File: config.mk
export PLATFORM = sky130hd
export DESIGN_NAME = bcd_counter_chain
export DESIGN_NICKNAME = d
export VERILOG_FILES = /design/src/rtl/seven_seg_pkg.sv /design/src/rtl/bcd_digit.sv /design/src/rtl/bcd_counter_chain.sv
export SDC_FILE = /design/constraint.sdc
export NUM_CORES = 1
export LEC_CHECK = 0
export ABC_AREA = 0
export BUFFER_PORTS_ARGS = -buffer_cell sky130_fd_sc_hd__buf_4
export CAP_MARGIN = 0
export CORE_UTILIZATION = 40
export CTS_BUF_LIST = sky130_fd_sc_hd__clkbuf_4 sky130_fd_sc_hd__clkbuf_8
export CTS_CLUSTER_SIZE = 14
export DETAILED_ROUTE_END_ITERATION = 8
export GPL_ROUTABILITY_DRIVEN = 0
export HOLD_SLACK_MARGIN = 0.12
export PLACE_DENSITY_LB_ADDON = 0.08
export SKIP_LAST_GASP = 1
export SLEW_MARGIN = 20
export SYNTH_ARGS = -nofsm -noshare
export SYNTH_HDL_FRONTEND = slang
export SYNTH_HIERARCHICAL = 1
export SYNTH_SLANG_ARGS = --single-unit
File: constraint.sdc
create_clock -name clk -period 7.4 [get_ports clk]
set_clock_uncertainty 0.1 [all_clocks]
set_input_delay 0.74 -clock clk [delete_from_list [all_inputs] [get_ports clk]]
set_output_delay 0.74 -clock clk [all_outputs]
set_load 0.05 [all_outputs]
File: src/rtl/seven_seg_pkg.sv
// Shared BCD definitions for the counter chain and the seven-segment decoder.
package seven_seg_pkg;

  localparam int unsigned BCD_W   = 4;
  localparam logic [3:0]  BCD_MAX = 4'd9;

  // Clamp an arbitrary nibble into the legal BCD range.
  function automatic logic [BCD_W-1:0] bcd_sat(input logic [BCD_W-1:0] nibble);
    return (nibble > BCD_MAX) ? BCD_MAX : nibble;
  endfunction

endpackage

File: src/rtl/bcd_digit.sv
// One BCD digit of the chain: holds its nibble, steps up/down on inc, and
// produces a combinational carry/borrow into the next digit.
module bcd_digit
  import seven_seg_pkg::*;
(
  input  logic             clk,
  input  logic             rst,
  input  logic             clear,
  input  logic             load,
  input  logic [BCD_W-1:0] load_nib,
  input  logic             inc,
  input  logic             up,
  output logic [BCD_W-1:0] q,
  output logic             co
);

  logic [BCD_W-1:0] q_q, q_d;

  always_comb begin
    q_d = q_q;
    if (clear) begin
      q_d = '0;
    end else if (load) begin
      q_d = bcd_sat(load_nib);
    end else if (inc) begin
      if (up) begin
        q_d = (q_q == BCD_MAX) ? '0 : q_q + 4'd1;
      end else begin
        q_d = (q_q == '0) ? BCD_MAX : q_q - 4'd1;
      end
    end
  end

  always_ff @(posedge clk) begin
    if (!rst) begin
      q_q <= '0;
    end else begin
      q_q <= q_d;
    end
  end

  assign q  = q_q;
  assign co = inc & (up ? (q_q == BCD_MAX) : (q_q == '0));

endmodule

File: src/rtl/bcd_counter_chain.sv
// Multi-digit BCD up/down counter with prescaler, clear, load and
// step/wrap status pulses.
module bcd_counter_chain
  import seven_seg_pkg::*;
#(
  parameter int unsigned DIGITS   = 4,
  parameter int unsigned PRESCALE = 4
) (
  input  logic                    clk,
  input  logic                    rst,
  input  logic                    en,
  input  logic                    up,
  input  logic                    clear,
  input  logic                    load,
  input  logic [BCD_W*DIGITS-1:0] load_val,
  output logic [BCD_W*DIGITS-1:0] bcd,
  output logic                    step,
  output logic                    wrap
);

  localparam int unsigned PW = $clog2(PRESCALE) + 1;
  localparam logic [PW-1:0] PreMax = PW'(PRESCALE - 1);

  logic [PW-1:0] pre_q, pre_d;
  logic          step_q, step_d;
  logic          wrap_q, wrap_d;
  logic          adv;
  logic [DIGITS:0] carry;

  assign adv      = en & (pre_q == PreMax);
  assign carry[0] = adv;

  for (genvar g = 0; g < DIGITS; g++) begin : g_digit
    bcd_digit u_digit (
      .clk      (clk),
      .rst      (rst),
      .clear    (clear),
      .load     (load),
      .load_nib (load_val[g*BCD_W +: BCD_W]),
      .inc      (carry[g]),
      .up       (up),
      .q        (bcd[g*BCD_W +: BCD_W]),
      .co       (carry[g+1])
    );
  end

  always_comb begin
    pre_d = pre_q;
    if (clear || load) begin
      pre_d = '0;
    end else if (en) begin
      pre_d = adv ? '0 : pre_q + 1'b1;
    end
    // Clear and load swallow a coincident advance.
    step_d = adv & ~clear & ~load;
    wrap_d = step_d & carry[DIGITS];
  end

  always_ff @(posedge clk) begin
    if (!rst) begin
      pre_q  <= '0;
      step_q <= 1'b0;
      wrap_q <= 1'b0;
    end else begin
      pre_q  <= pre_d;
      step_q <= step_d;
      wrap_q <= wrap_d;
    end
  end

  assign step = step_q;
  assign wrap = wrap_q;

endmodule

* After elaboration in Yosys (flattened, before gate mapping)
Cells that the tools add are included.
** Storage, ports and cells
- Flip-flop bits (word level) :: 21
- Input bits :: 22
- Output and inout bits :: 18
** Operators by class
- Add/sub/neg operators :: 9
- Order comparisons :: 4
- Equal/unequal tests :: 5
- Muxes and demuxes :: 29
- Bitwise operators :: 11
- Reduce and logical (&&, ||, !) cells :: 11
** Operators with widths (count)
- 2-to-1 mux 4 bit :: 24
- adder 4 x 1 -> 4 bit, second input constant :: 4
- equality test 4 bit, second input constant :: 4
- > comparator 4 bit, second input constant :: 4
- zero test 4 bit :: 4
- subtractor 4 x 1 -> 4 bit, second input constant :: 4
- bitwise AND 1 bit :: 8
- nonzero test 2 bit :: 4
- 2-to-1 mux 1 bit :: 4
- OR reduction 2 bit :: 2
- adder 3 x 1 -> 3 bit, second input constant :: 1
- equality test 3 x 2 -> 1 bit, second input constant :: 1
- 2-to-1 mux 3 bit :: 1
- NOT 1 bit :: 3
- logical OR 1 bit :: 1

* Logic depth before layout (Yosys ltp)
Gate-level depths: netlist of run 1.
- Word-level depth :: 7
- Gate-level depth with buffers :: 13
- Mapped depth without buffers :: 13

* By module
The synthesis of run 1 kept the hierarchy.
** By module, submodules not included
- bcd_digit :: times used 4, cells an instance 51, area each 374.1 um^2, seq. area each 80.1 um^2
- bcd_counter_chain :: times used 1, cells an instance 19, area each 200.2 um^2, seq. area each 100.1 um^2

* Least setup slack after synthesis of run 1
Ideal clock, no wire load.
- Kind :: input port to flip-flop
- From :: in up
- To :: reg g_digit[3].u_digit.q_q[3]
- Library setup time :: 140 ps
- Data arrival time :: 3723 ps
- Data required time :: 7160 ps
- Setup slack :: 3437 ps
- Cell stages on the path :: 11
- Cell sequence :: clkbuf_1 or3_1 a211oi_1 nand2b_1 a211oi_1 nand2b_1 a211oi_1 nor2b_1 o21ai_0 a2111oi_1 a2111oi_2
** On the way
- Longest elaborated chain between the ends :: 5
- Elaborated cells between the ends (all ways) :: 10
** RTL lines
- start, declared :: line bcd_counter_chain.sv:12 : input logic up,
- 2-to-1 mux 1 bit :: line bcd_digit.sv:43 : assign co = inc & (up ? (q_q == BCD_MAX) : (q_q == '0));
- bitwise AND 1 bit :: line bcd_digit.sv:43
- net carry[1] :: line bcd_counter_chain.sv:28 : logic [DIGITS:0] carry;
- bitwise AND 1 bit :: line bcd_digit.sv:43
- net carry[2] :: line bcd_counter_chain.sv:28
- bitwise AND 1 bit :: line bcd_digit.sv:43
- net carry[3] :: line bcd_counter_chain.sv:28
- nonzero test 2 bit (no line)
- end signal, assigned :: line bcd_digit.sv:38 : q_q <= q_d;
- end, declared :: line bcd_digit.sv:17 : logic [BCD_W-1:0] q_q, q_d;
The timed path passes the listed nets, and every way through them passes these cells. The select of a mux whose other input is x is not followed.
A chain may end at the register's enable or synchronous reset.

* Final worst setup path of run 1
- From :: in en
- To :: reg g_digit[3].u_digit.q_q[3]
** On the way
- Longest elaborated chain between the ends :: 5
** RTL lines
- start, declared :: line bcd_counter_chain.sv:11 : input logic en,
- bitwise AND 1 bit :: line bcd_counter_chain.sv:30 : assign adv = en & (pre_q == PreMax);
- net adv :: line bcd_counter_chain.sv:27 : logic adv;
- bitwise AND 1 bit :: line bcd_digit.sv:43
- net carry[1] :: line bcd_counter_chain.sv:28
- bitwise AND 1 bit :: line bcd_digit.sv:43
- net carry[2] :: line bcd_counter_chain.sv:28
- bitwise AND 1 bit :: line bcd_digit.sv:43
- net carry[3] :: line bcd_counter_chain.sv:28
- nonzero test 2 bit (no line)
The timed path passes the listed nets, and every way through them passes these cells.

==> flow_metrics.env, run 1 <==
export IMPL_finalHoldViolations=0
export IMPL_synth_fa_ha_area_share_pct=0.737
export IMPL_antenna_cells=0
export IMPL_crit_type="in -> reg"
export IMPL_ios=40
export IMPL_syn_inst=223
export IMPL_cts_resized=0
export IMPL_cts_tree="done"
export IMPL_maxSlewViolCount=0
export IMPL_fmax_ghz=0.231
export IMPL_period_share_pct=58.4
export IMPL_area_growth_pct=16.3
export IMPL_dp_hpwl_um=2660
export IMPL_finalCriticalPeriod_ps=4320
export IMPL_yosysWarningCount=6
export IMPL_port_buffers=39
export IMPL_start_util_pct=42.1
export IMPL_cp_max_fo=6
export IMPL_finalSetupTns_ps=0
export IMPL_final_cell_mix="buf_4 (39), nand2_1 (22), dfxtp_1 (21), nor2_1 (19)"
export IMPL_gr_total_overflow=0
export IMPL_drt_iter0_drc=100
export IMPL_outcome="finished clean"
export IMPL_finalSetupViolCount=0
export IMPL_yosysSeqAreaShare_pct=24.8
export IMPL_grt_pass1_wl_um=6340
export IMPL_path_clk_slew_ps=80
export IMPL_crit_end="g_digit[3].u_digit/q[3]$_SDFFE_PP0P_"
export IMPL_crit_path_start="en"
export IMPL_ant_nets=0
export IMPL_cts_sinks=21
export IMPL_wl_per_cell_um=12.9
export IMPL_antenna_found_initial=0
export IMPL_synth_simple_gate_area_share_pct=34.1
export IMPL_clock_latency_ps=260
export IMPL_drive_gt1_share_pct=19.9
export IMPL_netlist_area_um2=1700
export IMPL_final_common_cell="buf_4"
export IMPL_die_area_um2=4510
export IMPL_fin_nets=270
export IMPL_grt_start_max_net_pins=46
export IMPL_dpl_cell_count=292
export IMPL_arrival_ps=4360
export IMPL_ff2ff_path_depth=13
export IMPL_slew_headroom_pct=51.4
export IMPL_maxCapViolations=0
export IMPL_critical_path_required_ps=7440
export IMPL_fin_cells=296
export IMPL_r2r_start="pre_q[0]$_SDFFE_PP0P_"
export IMPL_postRouteWirelength_um=3810
export IMPL_cts_buffer_depth=2
export IMPL_post_cts_setup_buffers=0
export IMPL_reg2reg_slack_ps=3120
export IMPL_synth_compound_area_share_pct=23.6
export IMPL_avgSynthCellArea_um2=7.61
export IMPL_end_kind="register"
export IMPL_synthMuxAreaShare_pct=0.590
export IMPL_h_tree_depth=1
export IMPL_yosys_cell_types_count=35
export IMPL_root_buffer="clkbuf_8"
export IMPL_ir_drop_mv=0.0527
export IMPL_regToRegEndpoint="g_digit[3].u_digit/q[3]$_SDFFE_PP0P_"
export IMPL_drc=0
export IMPL_die_w_um=67.1
export IMPL_hp_class="reg -> reg"
export IMPL_via_count=1638
export IMPL_ys_ff_latch=21
export IMPL_viasPerCell=5.53
export IMPL_grt_pass1_vias=1412
export IMPL_die_h_um=67.1
export IMPL_synthXorXnorAreaFrac_pct=6.19
export IMPL_rows=23
export IMPL_rsz0062_at_grt="false"
export IMPL_syn_nets=246
export IMPL_dr_pass1_iters=4
export IMPL_track_usage_pct=18.1
export IMPL_cts_buffers=3
export IMPL_core_um2=4030
export IMPL_p_leak_nw=0.741
export IMPL_start_kind="input pin"
export IMPL_synth_top_family_by_area="simple AND/OR/NAND/NOR gates"
export IMPL_worst_slew_pin_slew_ps=725
export IMPL_cts_hold_buf=0
export IMPL_power_density_nw_per_um2=133
-- flip-flops by register name (all words and copies together), names as in the netlist --
signal / count
step: 1
wrap: 1
g_digit.u_digit/q: 16
pre_q: 3
-- metrics by stage --
| step | hold slack [ps] | worst slack [ps] | util, % | cell area [um^2] | total power [mW] |
|---|---|---|---|---|---|
| 2_1_floorplan | 360 | 3440 | - | 1700 | 0.170 |
| 3_3_place_gp | 380 | 2990 | 47.8 | 1930 | 0.187 |
| 3_5_place_dp | 386 | 2750 | 47.8 | 1930 | 0.187 |
| 4_1_cts | 397 | 3030 | 49.0 | 1970 | 0.267 |
| 5_1_grt | 425 | 2540 | 49.0 | 1970 | 0.278 |
| 6_report | 396 | 3080 | 49.0 | 1970 | 0.263 |
-- Yosys cell counts, drive strengths merged --
cell type	instances	area (um^2)
o21ai	8	40.0
a311oi	4	35.0
nand2b	10	62.6
or3	12	75.1
or2b	4	30.0
clkbuf	8	30.0
a21oi	9	45.0
nor3b	4	30.0
or4	4	30.0
a31oi	8	50.1
nand3b	1	7.51
a2111oi	8	100
buf	12	95.1
nor3	5	36.3
nand2	22	82.6
or3b	1	11.3
nor2b	4	25.0
nand3	8	40.0
a22o	4	35.0
and2	1	6.26
a221oi	4	35.0
inv	12	45.0
nor2	19	71.3
ha	1	12.5
dfxtp	21	420
xnor2	4	35.0
o31ai	4	30.0
nand4b	8	70.1
a211oi	4	30.0
mux2i	1	10.0
xor2	8	70.1
-- power by group --
part | total [mW] | switching [mW] | internal, mW | leakage, nW
clock | 0.0785 | 0.0409 | 0.0376 | 0.0255
sequential | 0.126 | 0.00932 | 0.116 | 0.171
combinational | 0.0587 | 0.0331 | 0.0256 | 0.545
-- worst min-delay path by stage --
stage                               start                     to  cells past startpoint
floorplan           pre_q[0]$_SDFFE_PP0P_  pre_q[0]$_SDFFE_PP0P_                      2
detailed placement  pre_q[0]$_SDFFE_PP0P_  pre_q[0]$_SDFFE_PP0P_                      2
global placement    pre_q[0]$_SDFFE_PP0P_  pre_q[0]$_SDFFE_PP0P_                      2
global route        pre_q[2]$_SDFFE_PP0P_  pre_q[2]$_SDFFE_PP0P_                      2
CTS                 pre_q[2]$_SDFFE_PP0P_  pre_q[2]$_SDFFE_PP0P_                      2
finish              pre_q[0]$_SDFFE_PP0P_  pre_q[0]$_SDFFE_PP0P_                      2
-- final cells by class --
type	instances	area (um^2)
timing repair buffer	39	293
clock inverter	1	5.00
clock buffer	3	41.3
fill	420	2060
tap	50	62.6
inverter	12	45.0
multi-input combinational	170	1110
sequential	21	420
-- layer usage --
| layer | share of wire, % | global-route usage (%) | vias to the layer above | wire length [um] |
|---|---|---|---|---|
| met5 | 0 | 0 | - | 0 |
| met2 | 45 | 28.2 | 33 | 1710 |
| met1 | 50 | 25.2 | 757 | 1920 |
| met4 | 0.66 | 6.91 | 0 | 25 |
| li1 | - | - | 846 | - |
| met3 | 4.1 | 2.05 | 2 | 155 |
-- cell families (layout without fill, tap and decap cells) --
kind of cell / count (synthesis) / after routing
simple gates: 103 / 103
compound gates: 53 / 53
buf+inv: 32 / 55
flops: 21 / 21
xor+xnor: 12 / 12
fa+ha+maj: 1 / 1
mux: 1 / 1
-- critical path, stage by stage --
cell and delay, ps:
buf_4 100, nand2_1 110, nor2_1 320, nand2b_1 130, a211oi_1 630, nand2b_1 150, a211oi_1 650, nand2b_1 150
a211oi_1 600, nor2b_1 200, o21ai_0 80, a2111oi_1 420, a2111oi_2 80
No activity file was read; power rests on OpenSTA's default activity.
==> run 2: changes to the inputs <==
--- a/config.mk
+++ b/config.mk
@@ -5,7 +5,7 @@
 export SDC_FILE = /design/constraint.sdc
 export NUM_CORES = 1
 export LEC_CHECK = 0
-export ABC_AREA = 0
+export ABC_AREA = 1
 export BUFFER_PORTS_ARGS = -buffer_cell sky130_fd_sc_hd__buf_4
 export CAP_MARGIN = 0
 export CORE_UTILIZATION = 40
==> constraint.sdc (replaced) <==
create_clock -name clk -period 4.3 [get_ports clk]
set_clock_uncertainty 0.1 [all_clocks]
set_input_delay 0.43 -clock clk [delete_from_list [all_inputs] [get_ports clk]]
set_output_delay 0.43 -clock clk [all_outputs]
set_load 0.05 [all_outputs]
==> run 2 against run 1 <==
Net effect:
- cell area up 1.8%
- final cell count up 26%
- first-iteration DRC count unchanged
- wire length up 2.9%
- critical path depth increased by 4
- sequential cell count unchanged
- core utilization rose by 4.3 points
- clock power grew 64%
- worst setup slack worse by 1400 ps
- critical endpoint unchanged
- highest routed layer unchanged
==> flow_metrics.env, run 2 <==
export IMPL_outcome="finished clean"
export IMPL_ios=40
export IMPL_period_share_pct=61.1
export IMPL_yosysWarningCount=6
export IMPL_ys_top_cells_by_count="nand2_1 (77), inv_1 (48), nor2_1 (34)"
export IMPL_end_kind="register"
export IMPL_cts_buffers=3
export IMPL_root_buffer="clkbuf_8"
export IMPL_ys_ff_latch=21
export IMPL_grt_start_max_net_pins=26
export IMPL_worst_slew_pin_slew_ps=302
export IMPL_cts_buffer_depth=2
export IMPL_path_delay_family="compound AO/OA/AOI/OAI gates"
export IMPL_place_ws_ps=1720
export IMPL_critical_path_required_ps=4410
export IMPL_finalSetupTns_ps=0
export IMPL_finalHoldViolations=0
export IMPL_syn_nets=305
export IMPL_synthFlopType="dfxtp_1"
export IMPL_rows=22
export IMPL_r2r_start="pre_q[0]$_SDFFE_PP0P_"
export IMPL_arrival_ps=2740
export IMPL_slew_headroom_pct=79.8
export IMPL_antenna_cells=0
export IMPL_start_util_pct=42.7
export IMPL_h_tree_depth=1
export IMPL_cts_resized=0
export IMPL_crit_path_start="pre_q[0]$_SDFFE_PP0P_"
export IMPL_crit_buf_inv=8
export IMPL_track_usage_pct=19.8
export IMPL_hp_class="in -> reg"
export IMPL_crit_top_cell="inv_1"
export IMPL_finalPower_mw=0.443
export IMPL_finalSetupViolCount=0
export IMPL_yosys_cell_types_count=16
export IMPL_finalCriticalPeriod_ps=2630
export IMPL_final_area_um2=2010
export IMPL_yosysSeqAreaShare_pct=26.1
export IMPL_cp_max_fo=4
export IMPL_async_reset_ff_share_pct=0
export IMPL_dr_pass1_iters=6
export IMPL_ant_nets=0
export IMPL_fin_ws_ps=1670
export IMPL_gr_total_overflow=0
export IMPL_clock_latency_ps=260
export IMPL_via_count=1840
export IMPL_cts_tree="done"
export IMPL_dp_hpwl_um=3100
export IMPL_post_cts_setup_buffers=0
export IMPL_fin_nets=349
export IMPL_cp_slowest_cell="dfxtp_1"
export IMPL_grt_use_met3_pct=4.51
export IMPL_path_clk_slew_ps=80
export IMPL_busiest_layer="met2"
export IMPL_drt_iter0_drc=100
export IMPL_placed_area_um2=1960
export IMPL_fmax_ghz=0.380
export IMPL_avgSynthCellArea_um2=5.71
export IMPL_synth_area_leader_cell="dfxtp_1"
export IMPL_whs_ps=341
export IMPL_hold_path_startpoint="en"
export IMPL_synth_top_area_share_pct=26.1
export IMPL_die_h_um=65.5
export IMPL_die_area_um2=4280
export IMPL_maxCapViolations=0
export IMPL_path_cells="ha_1, nand2_1, inv_2, nand2_2, inv_1, inv_1, a211oi_1, inv_1, a211oi_1, inv_1, a211oi_1, inv_1, nor2_1, inv_1, a21oi_1, nand2_1, inv_1"
export IMPL_wl_per_cell_um=10.5
export IMPL_power_density_nw_per_um2=220
export IMPL_fin_cells=373
export IMPL_synth_most_common_cell="nand2_1"
export IMPL_syn_inst=282
export IMPL_grt_use_met2_pct=33.4
export IMPL_largest_reg_flops=16
export IMPL_drc=0
export IMPL_postRouteWirelength_um=3920
export IMPL_die_w_um=65.5
export IMPL_rsz0062_at_grt="false"
export IMPL_maxSlewViolCount=0
export IMPL_grt_util_met1_pct=24.8
export IMPL_max_stage_delay_ps=360
export IMPL_final_core_util_pct=53.3
export IMPL_grt_pass1_vias=1650
export IMPL_dpl_cell_count=369
export IMPL_viasPerCell=4.93
export IMPL_final_common_cell="nand2_1"
export IMPL_ir_drop_mv=0.173
export IMPL_port_buffers=39
export IMPL_cts_sinks=21
export IMPL_p_leak_nw=1.00
export IMPL_synth_edff_count=0
export IMPL_start_kind="register"
export IMPL_netlist_area_um2=1610
export IMPL_grt_pass1_wl_um=6750
export IMPL_crit_type="reg -> reg"
export IMPL_antenna_found_initial=0
export IMPL_drive_gt1_share_pct=20.0
export IMPL_core_um2=3770
export IMPL_final_cell_mix="nand2_1 (77), inv_1 (48), buf_4 (39), nor2_1 (34), nand3_1 (33)"
export IMPL_cts_hold_buf=0
export IMPL_area_growth_pct=24.8
export IMPL_yosys_top_cells_area="dfxtp_1 (26%), nand2_1 (18%), inv_1 (11%)"
==> run 2: changes by cell type in the layout (fill, tap and decap cells not counted), moves of 10 or more <==
cell,previous run,this run
nand2_2,0,10
or3_1,12,0
nor2_1,19,34
nand3_1,8,33
nand2_1,22,77
nand2b_1,10,0
inv_1,12,48
o21ai_0,8,20
==> run 2: kinds of logic after synthesis <==
| kind of cell | count (synthesis) | synth area share (%) |
|---|---|---|
| xor gates and xnor gates | 4 | 2.18 |
| adders and majority gates | 1 | 0.777 |
| and+or+nand+nor | 160 | 42.8 |
| DFF | 21 | 26.1 |
| AOI/OAI and AO/OA | 42 | 15.5 |
| buffers and inverters | 54 | 12.6 |
==> run 2: path summary, 6_finish.rpt <==
kind	end	slack, ps	cells past startpoint
hold reg to reg	pre_q[2]$_SDFFE_PP0P_	370	2
setup reg to reg	g_digit[3].u_digit/q[3]$_SDFFE_PP0P_	1670	17
hold / removal	pre_q[1]$_SDFFE_PP0P_	340	3
setup / recovery	g_digit[3].u_digit/q[3]$_SDFFE_PP0P_	1670	17
==> run 2: metal layers <==
metal | vias up | part of all wire (%)
met4 | 0 | 1.5
li1 | 976 | -
met1 | 793 | 47
met5 | - | 0
met3 | 7 | 5.9
met2 | 64 | 46
==> run 2: power by group <==
group	switching, mW	internal (mW)	total, mW
Clock	0.0643	0.0645	0.129
Sequential	0.00859	0.199	0.208
Combinational	0.0664	0.0397	0.106
==> run 2: layout make-up <==
| class | instances | area, um^2 |
|---|---|---|
| sequential | 21 | 420 |
| multi-input combinational | 207 | 987 |
| timing repair buffer | 39 | 293 |
| tap | 48 | 60.1 |
| clock inverter | 1 | 5.00 |
| clock buffer | 3 | 41.3 |
| fill | 404 | 1760 |
| inverter | 54 | 203 |
==> run 2: worst register-to-register path: stages, from the launching register on <==
cell and delay, ps:
dfxtp_1 360, ha_1 180, nand2_1 70, inv_2 70
nand2_2 60, inv_1 50, inv_1 60, a211oi_1 210
inv_1 110, a211oi_1 240, inv_1 120, a211oi_1 220
inv_1 120, nor2_1 230, inv_1 100, a21oi_1 160
nand2_1 70, inv_1 40
